**src/rtl/speck_input_loader.sv**
```systemverilog
// speck_input_loader: assembles 32-bit words (MSW first) into the 128-bit
// SPECK128/128 key and plaintext buses, issues a one-cycle start pulse and
// holds both buses until the downstream chain reports completion.
// Optional feature macro: SPECK_LOADER_KEY_REUSE_EN (a block may skip the key
// load and reuse the previously loaded key when key_reuse is set at finish).
module speck_input_loader #(
  parameter int CNT_W = 16
) (
  input  logic             clk,
  input  logic             rst_n,
  input  logic [31:0]      in_data,
  input  logic             in_valid,
  output logic             in_ready,
  input  logic             key_reuse,
  output logic [127:0]     key,
  output logic [127:0]     plaintext,
  output logic             signal_start,
  input  logic             finished,
  output logic             busy,
  output logic [CNT_W-1:0] block_count
);

  typedef enum logic [1:0] {
    LOAD_KEY  = 2'd0,
    LOAD_PT   = 2'd1,
    START     = 2'd2,
    WAIT_DONE = 2'd3
  } state_e;

  localparam logic [CNT_W-1:0] CNT_ONE = {{(CNT_W-1){1'b0}}, 1'b1};

  state_e           state_q, state_d;
  logic [1:0]       word_cnt_q, word_cnt_d;
  logic [127:0]     key_q, key_d;
  logic [127:0]     pt_q, pt_d;
  logic [CNT_W-1:0] blk_cnt_q, blk_cnt_d;
  logic             in_ready_q, in_ready_d;
  logic             busy_q, busy_d;
  logic             start_q, start_d;
  logic             accept_s;

`ifdef SPECK_LOADER_KEY_REUSE_EN
  logic             key_loaded_q, key_loaded_d;
`else
  logic             unused_key_reuse_s;
  assign unused_key_reuse_s = key_reuse;
`endif

  // Next-state, word assembly and block counting.
  always_comb begin
    state_d    = state_q;
    word_cnt_d = word_cnt_q;
    key_d      = key_q;
    pt_d       = pt_q;
    blk_cnt_d  = blk_cnt_q;
`ifdef SPECK_LOADER_KEY_REUSE_EN
    key_loaded_d = key_loaded_q;
`endif
    accept_s = in_valid && ((state_q == LOAD_KEY) || (state_q == LOAD_PT));

    case (state_q)
      LOAD_KEY: begin
        if (accept_s) begin
          key_d      = {key_q[95:0], in_data};
          word_cnt_d = word_cnt_q + 2'd1;
          if (word_cnt_q == 2'd3) begin
            state_d = LOAD_PT;
`ifdef SPECK_LOADER_KEY_REUSE_EN
            key_loaded_d = 1'b1;
`endif
          end else begin
            state_d = LOAD_KEY;
          end
        end else begin
          state_d = LOAD_KEY;
        end
      end
      LOAD_PT: begin
        if (accept_s) begin
          pt_d       = {pt_q[95:0], in_data};
          word_cnt_d = word_cnt_q + 2'd1;
          if (word_cnt_q == 2'd3) begin
            state_d = START;
          end else begin
            state_d = LOAD_PT;
          end
        end else begin
          state_d = LOAD_PT;
        end
      end
      START: begin
        // finished is deliberately ignored here: the chain has not started yet
        state_d = WAIT_DONE;
      end
      WAIT_DONE: begin
        if (finished) begin
          blk_cnt_d = blk_cnt_q + CNT_ONE;
`ifdef SPECK_LOADER_KEY_REUSE_EN
          if (key_reuse && key_loaded_q) begin
            state_d = LOAD_PT;
          end else begin
            state_d = LOAD_KEY;
          end
`else
          state_d = LOAD_KEY;
`endif
        end else begin
          state_d = WAIT_DONE;
        end
      end
      default: begin
        state_d = LOAD_KEY;
      end
    endcase

    // Outputs are registered from the next state so they line up with it
    in_ready_d = (state_d == LOAD_KEY) || (state_d == LOAD_PT);
    busy_d     = (state_d == START) || (state_d == WAIT_DONE);
    start_d    = (state_d == START);
  end

  // State, data and output registers with asynchronous reset.
  always_ff @(posedge clk or negedge rst_n) begin
    if (!rst_n) begin
      state_q    <= LOAD_KEY;
      word_cnt_q <= 2'd0;
      key_q      <= 128'd0;
      pt_q       <= 128'd0;
      blk_cnt_q  <= {CNT_W{1'b0}};
      in_ready_q <= 1'b1;
      busy_q     <= 1'b0;
      start_q    <= 1'b0;
`ifdef SPECK_LOADER_KEY_REUSE_EN
      key_loaded_q <= 1'b0;
`endif
    end else begin
      state_q    <= state_d;
      word_cnt_q <= word_cnt_d;
      key_q      <= key_d;
      pt_q       <= pt_d;
      blk_cnt_q  <= blk_cnt_d;
      in_ready_q <= in_ready_d;
      busy_q     <= busy_d;
      start_q    <= start_d;
`ifdef SPECK_LOADER_KEY_REUSE_EN
      key_loaded_q <= key_loaded_d;
`endif
    end
  end

  assign in_ready     = in_ready_q;
  assign busy         = busy_q;
  assign signal_start = start_q;
  assign key          = key_q;
  assign plaintext    = pt_q;
  assign block_count  = blk_cnt_q;

endmodule

```
**config.mk**
```make
export PLATFORM = sky130hd
export DESIGN_NAME = speck_input_loader
export DESIGN_NICKNAME = d
export VERILOG_FILES = /design/src/rtl/speck_input_loader.sv
export SDC_FILE = /design/constraint.sdc
export NUM_CORES = 1
export LEC_CHECK = 0
export CORE_MARGIN = 5
export CORE_UTILIZATION = 37
export CTS_CLUSTER_SIZE = 14
export DETAILED_ROUTE_END_ITERATION = 8
export SKIP_CTS_REPAIR_TIMING = 1
export SYNTH_ARGS = -nofsm -noshare
export SYNTH_HDL_FRONTEND = slang
export SYNTH_SLANG_ARGS = --single-unit
export TNS_END_PERCENT = 100
```
**constraint.sdc**
```tcl
create_clock -name clk -period 2.1 [get_ports clk]
set_input_delay 0.42 -clock clk [delete_from_list [all_inputs] [get_ports clk]]
set_output_delay 0.42 -clock clk [all_outputs]
set_load 0.01 [all_outputs]
```
# Word level (Yosys, flattened, before mapping)
# Cells that the tools add are included.
[classes]
eq_ne = 7
add_sub_neg = 2
n_reduce_logical = 11
n_mux = 6
[ops]
columns = ["operator", "count"]
rows = [
  ["16-bit by 1-bit adder with 16-bit output (second input constant)", 1],
  ["2-bit == test (second input constant)", 5],
  ["2-bit two-way mux", 4],
  ["2-bit one-hot mux with 4 select lines", 1],
  ["2-bit AND reduction", 4],
  ["2-bit by 1-bit == test with 1-bit output (second input constant)", 2],
  ["2-bit zero test", 2],
  ["1-bit logical OR", 3],
  ["2-bit by 1-bit adder with 2-bit output (second input constant)", 1],
  ["2-bit OR reduction", 1],
  ["1-bit logical AND", 1],
  ["1-bit two-way mux", 1],
]
[word_totals]
register_bits = 279
word_cells = 34
output_inout_bits = 275

# Longest topological paths before layout
# Gate-level depths: netlist of run 1.
[depth]
ltp_word = 7
ltp_mapped = 7
mapped_depth_nobuf = 5

# Least setup slack after synthesis of run 1
# No wires, ideal clock.
[synth_path]
kind = "register -> register"
from = "reg, netlist name busy"
to = "reg key_q[82], in the netlist key[82]"
t_required_ns = 1.975
path_buffers = 3
synth_period_minus_slack_ns = 1.634
setup_slack_ns = 0.466
arrival_time_ns = 1.509
path_stages_with_launch = 7
cell_sequence = "dfrtp_1 -> nor2b_1 -> buf_6 -> nor2b_4 -> buf_6 -> buf_6 -> mux2_2"
[synth_rtl]
columns = ["element", "line_no", "rtl"]
rows = [
  ["end signal: assignment", "139", "key_q <= key_d;"],
  ["end: declaration", "34", "logic [127:0] key_q, key_d;"],
]

# Final worst setup path of run 1
[layout_path]
from = "reg in_ready_q, in the netlist in_ready"
to = "out in_ready"
[layout_rtl]
columns = ["element", "line_no", "rtl"]
rows = [
  ["start: declaration", "37", "logic in_ready_q, in_ready_d;"],
  ["start signal: assignment", "142", "in_ready_q <= in_ready_d;"],
  ["end: declaration", "13", "output logic in_ready,"],
]
# No word-level cell between the ends.

==> impl_results.rst, run 1 <==
.. list-table::
   :header-rows: 1

   * - Metric
     - Value
   * - Die Width
     - 183 um
   * - Initial Util
     - 0.374
   * - Synth warn
     - 0
   * - Routability cong.
     - 0.744
   * - Via count of the first global-routing pass
     - 7802
   * - Worst slew margin relative to its limit
     - 0.639
   * - Synthesized netlist net count
     - between 900 and 1000
   * - Worst Hold End
     - plaintext[31]$_DFFE_PN0P_
   * - Number of cells produced by synthesis
     - ~900
   * - Site row count
     - 63
   * - Type of element capturing the critical path
     - output pin
   * - CTS root buf
     - clkbuf_16
   * - Hold path startpoint
     - in_data[31]
   * - Mapped cell area
     - 11100 um^2
   * - Cell-by-cell listing of the critical path
     - clkdlybuf4s50_1
   * - Maximum single-stage delay on the critical path
     - approximately 0.57 ns
   * - Number of standard cells in the layout, taps in and fillers out
     - 1635
   * - Type of the setup path with the least slack
     - reg -> out
   * - Reg2Reg Depth
     - 5
   * - Total power divided by cell area
     - 1690 nW/um^2
   * - First-pass GRT wire length
     - 45800 um
   * - Depth of the CTS H-tree
     - 1
   * - Max-cap check violation count
     - 0
   * - Num CTS Buffers
     - 29
   * - Async set-or-reset flop fraction in the synthesized netlist
     - 1.00
   * - Overall power after layout
     - approximately 0.026 W
   * - Max Root-Sink Buffers
     - 3
   * - Die height
     - ~180 um
   * - Share of cells above drive strength 1
     - 0.171
   * - Routed WL per cell
     - 17.9 um
   * - Number of placed instances, taps included
     - between 1500 and 2000
   * - DRC
     - 0
   * - Yosys top cell by area
     - dfrtp_1
   * - Startpoint of the most critical register-to-register path
     - busy$_DFF_PN0_
   * - Yosys cell types
     - 30
   * - Total routed wirelength
     - 29300 um
   * - Crit Reg-Reg Endpoint
     - key[75]$_DFFE_PN0P_
   * - Ratio of final minimum period to clock period
     - 0.967
   * - Static leakage power
     - between 7 and 8 nW
   * - Buf/Inv on CP
     - 1
   * - Run status
     - finished, final reports clean
   * - EDFF count, synth
     - 0
   * - Reg area
     - 6960 um^2
   * - Shortest clock period the worst path allows after layout
     - 2.03 ns
   * - Final Skew
     - 0.00833 ns
   * - Internal reg-to-reg setup slack
     - 0.40 ns
   * - Min-Delay Path Depth
     - 3
   * - Final setup viols
     - 0
   * - Syn avg cell area
     - around 12 um^2
   * - Number of I/O port buffers
     - 310
   * - Main flop type after synthesis
     - dfrtp_1
   * - Hold/Removal Path Class
     - in -> reg
   * - TritonCTS clock tree
     - built
   * - Top cells by area, synth
     - dfrtp_1, mux2_4, nand2_1, mux2_2, buf_12
   * - Hold Fails Final Rpt
     - 0
   * - Placeable core region
     - between 20000 and 30000 um^2
   * - Pin count of the biggest net entering global routing
     - 91
   * - Final net count
     - between 1000 and 1500
   * - Via count
     - 7427
   * - I/O Pins
     - 312
   * - Flops & latches, synth
     - 278
   * - Number of antenna-violating nets in the routed design
     - 0
   * - Total number of clock tree sinks
     - 278
   * - Max Clock Freq
     - 493 MHz
   * - Multi-input logic area
     - 3700 um^2
   * - Source-to-sink clock delay at the later pin of the worst-skew pair
     - about 0.54 ns
   * - Setup repair after global routing missed its margin
     - no
   * - Die footprint
     - 33400 um^2
   * - Total iterations of the first detailed-routing run
     - 4
   * - DPL Wire Length
     - 21000 um
   * - Average via count per standard cell
     - 4.54
   * - Worst setup path start
     - in_ready$_DFF_PN1_
   * - # fillers
     - 2635
   * - Remaining Overflow, GRT
     - 0
   * - Most frequent cells after synthesis
     - nand2_1, dfrtp_1, mux2_4, mux2_2, buf_2
   * - Required time reported for the critical path endpoint
     - around 1.7 ns
   * - Portion of the post-synthesis area used by sequential elements
     - 0.629
   * - Area fraction of the dominant cell type after synthesis
     - 0.627
   * - Worst Setup Start Kind
     - register
   * - Clock edge transition at the registers on the reported setup and hold paths
     - 0.06 ns
   * - Slew at the pin closest to its max-slew limit
     - 0.541 ns
   * - Worst Path Max Fanout
     - 1
   * - Number of violations reported at the end of detailed-routing iteration 0
     - 369
   * - Library cell contributing the largest single delay on the critical path
     - clkdlybuf4s50_1
   * - Inserted Diodes
     - 0
   * - Antenna violations before repair
     - 1
   * - Area growth from synthesis to final layout
     - 41.0%
   * - Worst ir drop on vdd
     - 0.714 mV
   * - Global Route Usage Sum
     - 0.170
   * - Arrival time of the worst setup path
     - 1.61 ns
   * - Number of pins with negative max-slew slack in the final report
     - 0
   * - Most common cell in the netlist
     - nand2_1
   * - Worst path top cell family by delay
     - buffers and inverters
## placed cells by master, fill, tap and decap left out, drive strengths merged, types with 2 or more instances in the layout
cell and count:
nand2 393, dfrtp 277, nand3 2, clkdlybuf4s50 309, xnor2 6, and4 2, nor2b 2, and2 2
inv 5, and3 3, nor3 4, buf 31, a21oi 2, clkinv 5, bufinv 2, nor2 3
nand4 4, ha 2, mux2 130, clkbuf 46, xor2 10
## registers in the layout, indices dropped and copies added, names as in the netlist
| signal | count |
|---|---|
| block_count | 16 |
| busy | 1 |
| in_ready | 1 |
| key | 128 |
| plaintext | 128 |
| signal_start | 1 |
| state_q | 1 |
| word_cnt_q | 2 |
## power by group
| part | internal, W | switching [W] |
|---|---|---|
| Clock | 0.00301 | 0.00204 |
| Sequential | 0.00785 | 0.00201 |
| Combinational | 0.00690 | 0.00457 |
| Total | 0.0178 | 0.00862 |
## routing by layer
layer,routed length [um],global-route usage,up-vias
met1,12200,0.217,3634
met3,2990,0.0698,40
met4,598,0.0387,2
met5,13,0,-
met2,13500,0.275,242
li1,-,-,3509
## final cells by class
cell class,count,share of cell area
well taps,390,0.0313
multi-input cells,568,0.237
inverters,4,0.000964
clock buffers,46,0.0545
flip-flops and latches,278,0.447
clock inverters,8,0.00602
repair buffers,341,0.223
## logic make-up (layout without fill, tap and decap cells)
kind of cell	after synthesis	count (layout)	share of synthesized area
AOI/OAI and AO/OA	4	4	0.00204
xor gates and xnor gates	16	16	0.0127
adders and majority gates	2	2	0.00226
buffers and inverters	47	399	0.0369
DFF	278	278	0.630
muxes	130	130	0.167
and+or+nand+nor	416	416	0.150
## metrics by stage
stage	area, um^2	TNS (ns)	hold slack [ns]	utilization	setup slack [ns]
after CTS	15600	0	-0.154	0.527	0.0355
after floorplan	11100	0	0.124	-	0.466
after detailed placement	14600	-0.966	0.432	0.495	-0.0668
final	15600	0	0.443	0.527	0.0701
after global routing	15600	0	0.430	0.527	0.00333
after global placement	14600	-0.364	0.428	0.495	-0.0341
## worst max path at each step
stage | endpoint | depth (start not counted) | slack (ns)
after floorplan | key[82]$_DFFE_PN0P_ | 6 | 0.47
after global placement | key[75]$_DFFE_PN0P_ | 6 | -0.03
after detailed placement | key[75]$_DFFE_PN0P_ | 6 | -0.07
after CTS | block_count[2] | 1 | 0.04
after global routing | block_count[2] | 1 | 0.003
final | in_ready | 1 | 0.07
Power figures use the tool's default switching activity.
==> inputs of run 2 (changes only) <==
--- a/config.mk
+++ b/config.mk
@@ -10,6 +10,7 @@
 export CTS_CLUSTER_SIZE = 14
 export DETAILED_ROUTE_END_ITERATION = 8
 export SKIP_CTS_REPAIR_TIMING = 1
+export SKIP_LAST_GASP = 1
 export SYNTH_ARGS = -nofsm -noshare
 export SYNTH_HDL_FRONTEND = slang
 export SYNTH_SLANG_ARGS = --single-unit
==> results of run 2 <==
Same layout as run 1: the final DEF is identical, and so are final timing and power.
==> inputs of run 3 (changes only) <==
--- a/config.mk
+++ b/config.mk
@@ -9,6 +9,7 @@
 export CORE_UTILIZATION = 37
 export CTS_CLUSTER_SIZE = 14
 export DETAILED_ROUTE_END_ITERATION = 8
+export PLACE_DENSITY = 0.71
 export SKIP_CTS_REPAIR_TIMING = 1
 export SKIP_LAST_GASP = 1
 export SYNTH_ARGS = -nofsm -noshare
==> run 3 against run 2 <==
Core utilization grew 0.83 points. Final area grew 1.6%. Non-clock buffer count grew 11. Clock-buffer cell count shrank 5. Register-to-register slack gained 0.02 ns. Wire length grew 3.3%. Combinational power is essentially flat. Critical endpoint is now block_count[0]. Worst setup slack lost 0.0012 ns.
==> impl_results.rst, run 3 (synthesized netlist as in run 1, its figures left out) <==
.. list-table::
   :header-rows: 1

   * - Metric
     - Value
   * - Maximum single-stage delay on the critical path
     - approximately 0.63 ns
   * - Slew at the pin closest to its max-slew limit
     - 0.552 ns
   * - Placeable core region
     - 29600 um^2
   * - Remaining Overflow, GRT
     - 0
   * - Required time reported for the critical path endpoint
     - 1.68 ns
   * - Max Root-Sink Buffers
     - 3
   * - Die footprint
     - 33400 um^2
   * - GR Layer Usage met2
     - 0.300
   * - Final net count
     - 1273
   * - Initial Util
     - 0.374
   * - Hold Fails Final Rpt
     - 0
   * - Antenna violations before repair
     - 0
   * - Via count of the first global-routing pass
     - roughly 8100
   * - Number of standard cells in the layout, taps in and fillers out
     - 1645
   * - Internal reg-to-reg setup slack
     - 0.42 ns
   * - DPL Wire Length
     - 21900 um
   * - Total power divided by cell area
     - 1710 nW/um^2
   * - Overall power after layout
     - 0.0271 W
   * - Worst slew margin relative to its limit
     - 0.632
   * - Worst Setup Start Kind
     - register
   * - Buf/Inv on CP
     - 1
   * - Number of pins with negative max-slew slack in the final report
     - 0
   * - Arrival time of the worst setup path
     - about 1.6 ns
   * - Pin count of the biggest net entering global routing
     - roughly 70
   * - Clock edge transition at the registers on the reported setup and hold paths
     - 0.06 ns
   * - Site row count
     - between 60 and 70
   * - Inserted Diodes
     - 0
   * - DRC
     - 0
   * - Ratio of final minimum period to clock period
     - 0.967
   * - Pre-CTS setup slack
     - -0.0406 ns
   * - Max-cap check violation count
     - 0
   * - Final critical-path setup slack
     - 0.0688 ns
   * - First-pass GRT wire length
     - between 40000 and 50000 um
   * - Library cell contributing the largest single delay on the critical path
     - clkdlybuf4s50_1
   * - Final setup viols
     - 0
   * - Cell-by-cell listing of the critical path
     - clkdlybuf4s50_1
   * - Worst path top cell family by delay
     - buffers and inverters
   * - Top library cells by usage in the layout, fill and taps aside
     - nand2_1, clkdlybuf4s50_1, dfrtp_1
   * - Worst Path Max Fanout
     - 4
   * - Hold/Removal Path Class
     - in -> reg
   * - Source-to-sink clock delay at the later pin of the worst-skew pair
     - 0.54 ns
   * - Number of antenna-violating nets in the routed design
     - 0
   * - TritonCTS clock tree
     - built
   * - Depth of the CTS H-tree
     - 1
   * - Die Width
     - 183 um
   * - Total routed wirelength
     - between 30000 and 40000 um
   * - Type of the setup path with the least slack
     - reg -> out
   * - Routability cong.
     - 0.803
   * - Run status
     - finished, final reports clean
   * - Global Route Usage Sum
     - 0.176
   * - Most used routing layer
     - met2
   * - Routed WL per cell
     - roughly 18 um
   * - Num CTS Buffers
     - 30
   * - Shortest clock period the worst path allows after layout
     - roughly 2.0 ns
   * - Number of I/O port buffers
     - 310
   * - Share of cells above drive strength 1
     - 0.186
   * - Via count
     - roughly 7600
   * - Number of violations reported at the end of detailed-routing iteration 0
     - 365
   * - Max Clock Freq
     - between 400 and 500 MHz
   * - CTS root buf
     - clkbuf_16
   * - Number of placed instances, taps included
     - around 1600
   * - Final Skew
     - approximately 0.0099 ns
   * - I/O Pins
     - 312
   * - Global-route met3 utilization
     - 0.0692
   * - Total iterations of the first detailed-routing run
     - 5
   * - Setup repair after global routing missed its margin
     - no
   * - Met1 Usage GRT
     - 0.215
   * - Total number of clock tree sinks
     - ~280
   * - Type of element capturing the critical path
     - output pin
   * - Worst ir drop on vdd
     - around 0.96 mV
   * - Die height
     - 183 um
   * - Most common library cell in the layout ignoring fill and taps
     - nand2_1
   * - Final setup TNS
     - 0 ns
   * - Area growth from synthesis to final layout
     - 43.2%
   * - Static leakage power
     - 7.55 nW
   * - Average via count per standard cell
     - 4.64
   * - # fillers
     - 2534
==> run 3: changes by cell type in the layout (fill, tap and decap cells not counted), sizes merged <==
| cell | change |
|---|---|
| clkinv | +3 |
| inv | -1 |
| clkinvlp | +1 |
| bufinv | +1 |
| buf | +11 |
| clkbuf | -5 |
==> run 3: report_power, final <==
part / switching (W) / internal [W] / total (W)
clock: 0.00211 / 0.00335 / 0.00546
sequential: 0.00208 / 0.00785 / 0.00993
combinational: 0.00463 / 0.00705 / 0.0117
==> run 3: worst paths after layout <==
path,startpoint,end,cells after the start
max,block_count[0]$_DFFE_PN0P_,block_count[0],1
min reg2reg,plaintext[97]$_DFFE_PN0P_,plaintext[97]$_DFFE_PN0P_,2
max in group asynchronous,rst_n,key[50]$_DFFE_PN0P_,3
min in group asynchronous,rst_n,plaintext[5]$_DFFE_PN0P_,2
max reg2reg,busy$_DFF_PN0_,key[75]$_DFFE_PN0P_,5
min,in_data[27],plaintext[27]$_DFFE_PN0P_,3
==> run 3: layout make-up <==
| type | count | area (um^2) | area share |
|---|---|---|---|
| Clock inverter | 12 | 138 | 0.00870 |
| Inverter | 4 | 15.0 | 0.000949 |
| Clock buffer | 41 | 903 | 0.0571 |
| Tap cell | 390 | 488 | 0.0308 |
| Sequential cell | 278 | 6960 | 0.440 |
| Timing Repair Buffer | 352 | 3630 | 0.229 |
| Multi-Input combinational cell | 568 | 3700 | 0.234 |
==> run 3: worst reg2reg max path, cell delays in order, from the launching register on <==
cell and delay (ns):
dfrtp_1 0.45, nor2b_1 0.17, nor2b_4 0.18, buf_12 0.20, buf_12 0.21, mux2_2 0.35
==> run 3: stage by stage <==
stage	utilization	hold slack (ns)	area, um^2
after floorplan	-	0.124	11100
final	0.535	0.432	15800
after global placement	0.500	0.415	14800
after global routing	0.535	0.433	15800
after CTS	0.535	-0.164	15800
after detailed placement	0.500	0.420	14800
==> run 3: layer usage <==
metal	routed length [um]	share of wire	up-vias
met5	0	0	-
met4	376	0.012	0
met3	3140	0.10	34
met2	14700	0.48	281
met1	12100	0.40	3797
li1	-	-	3525
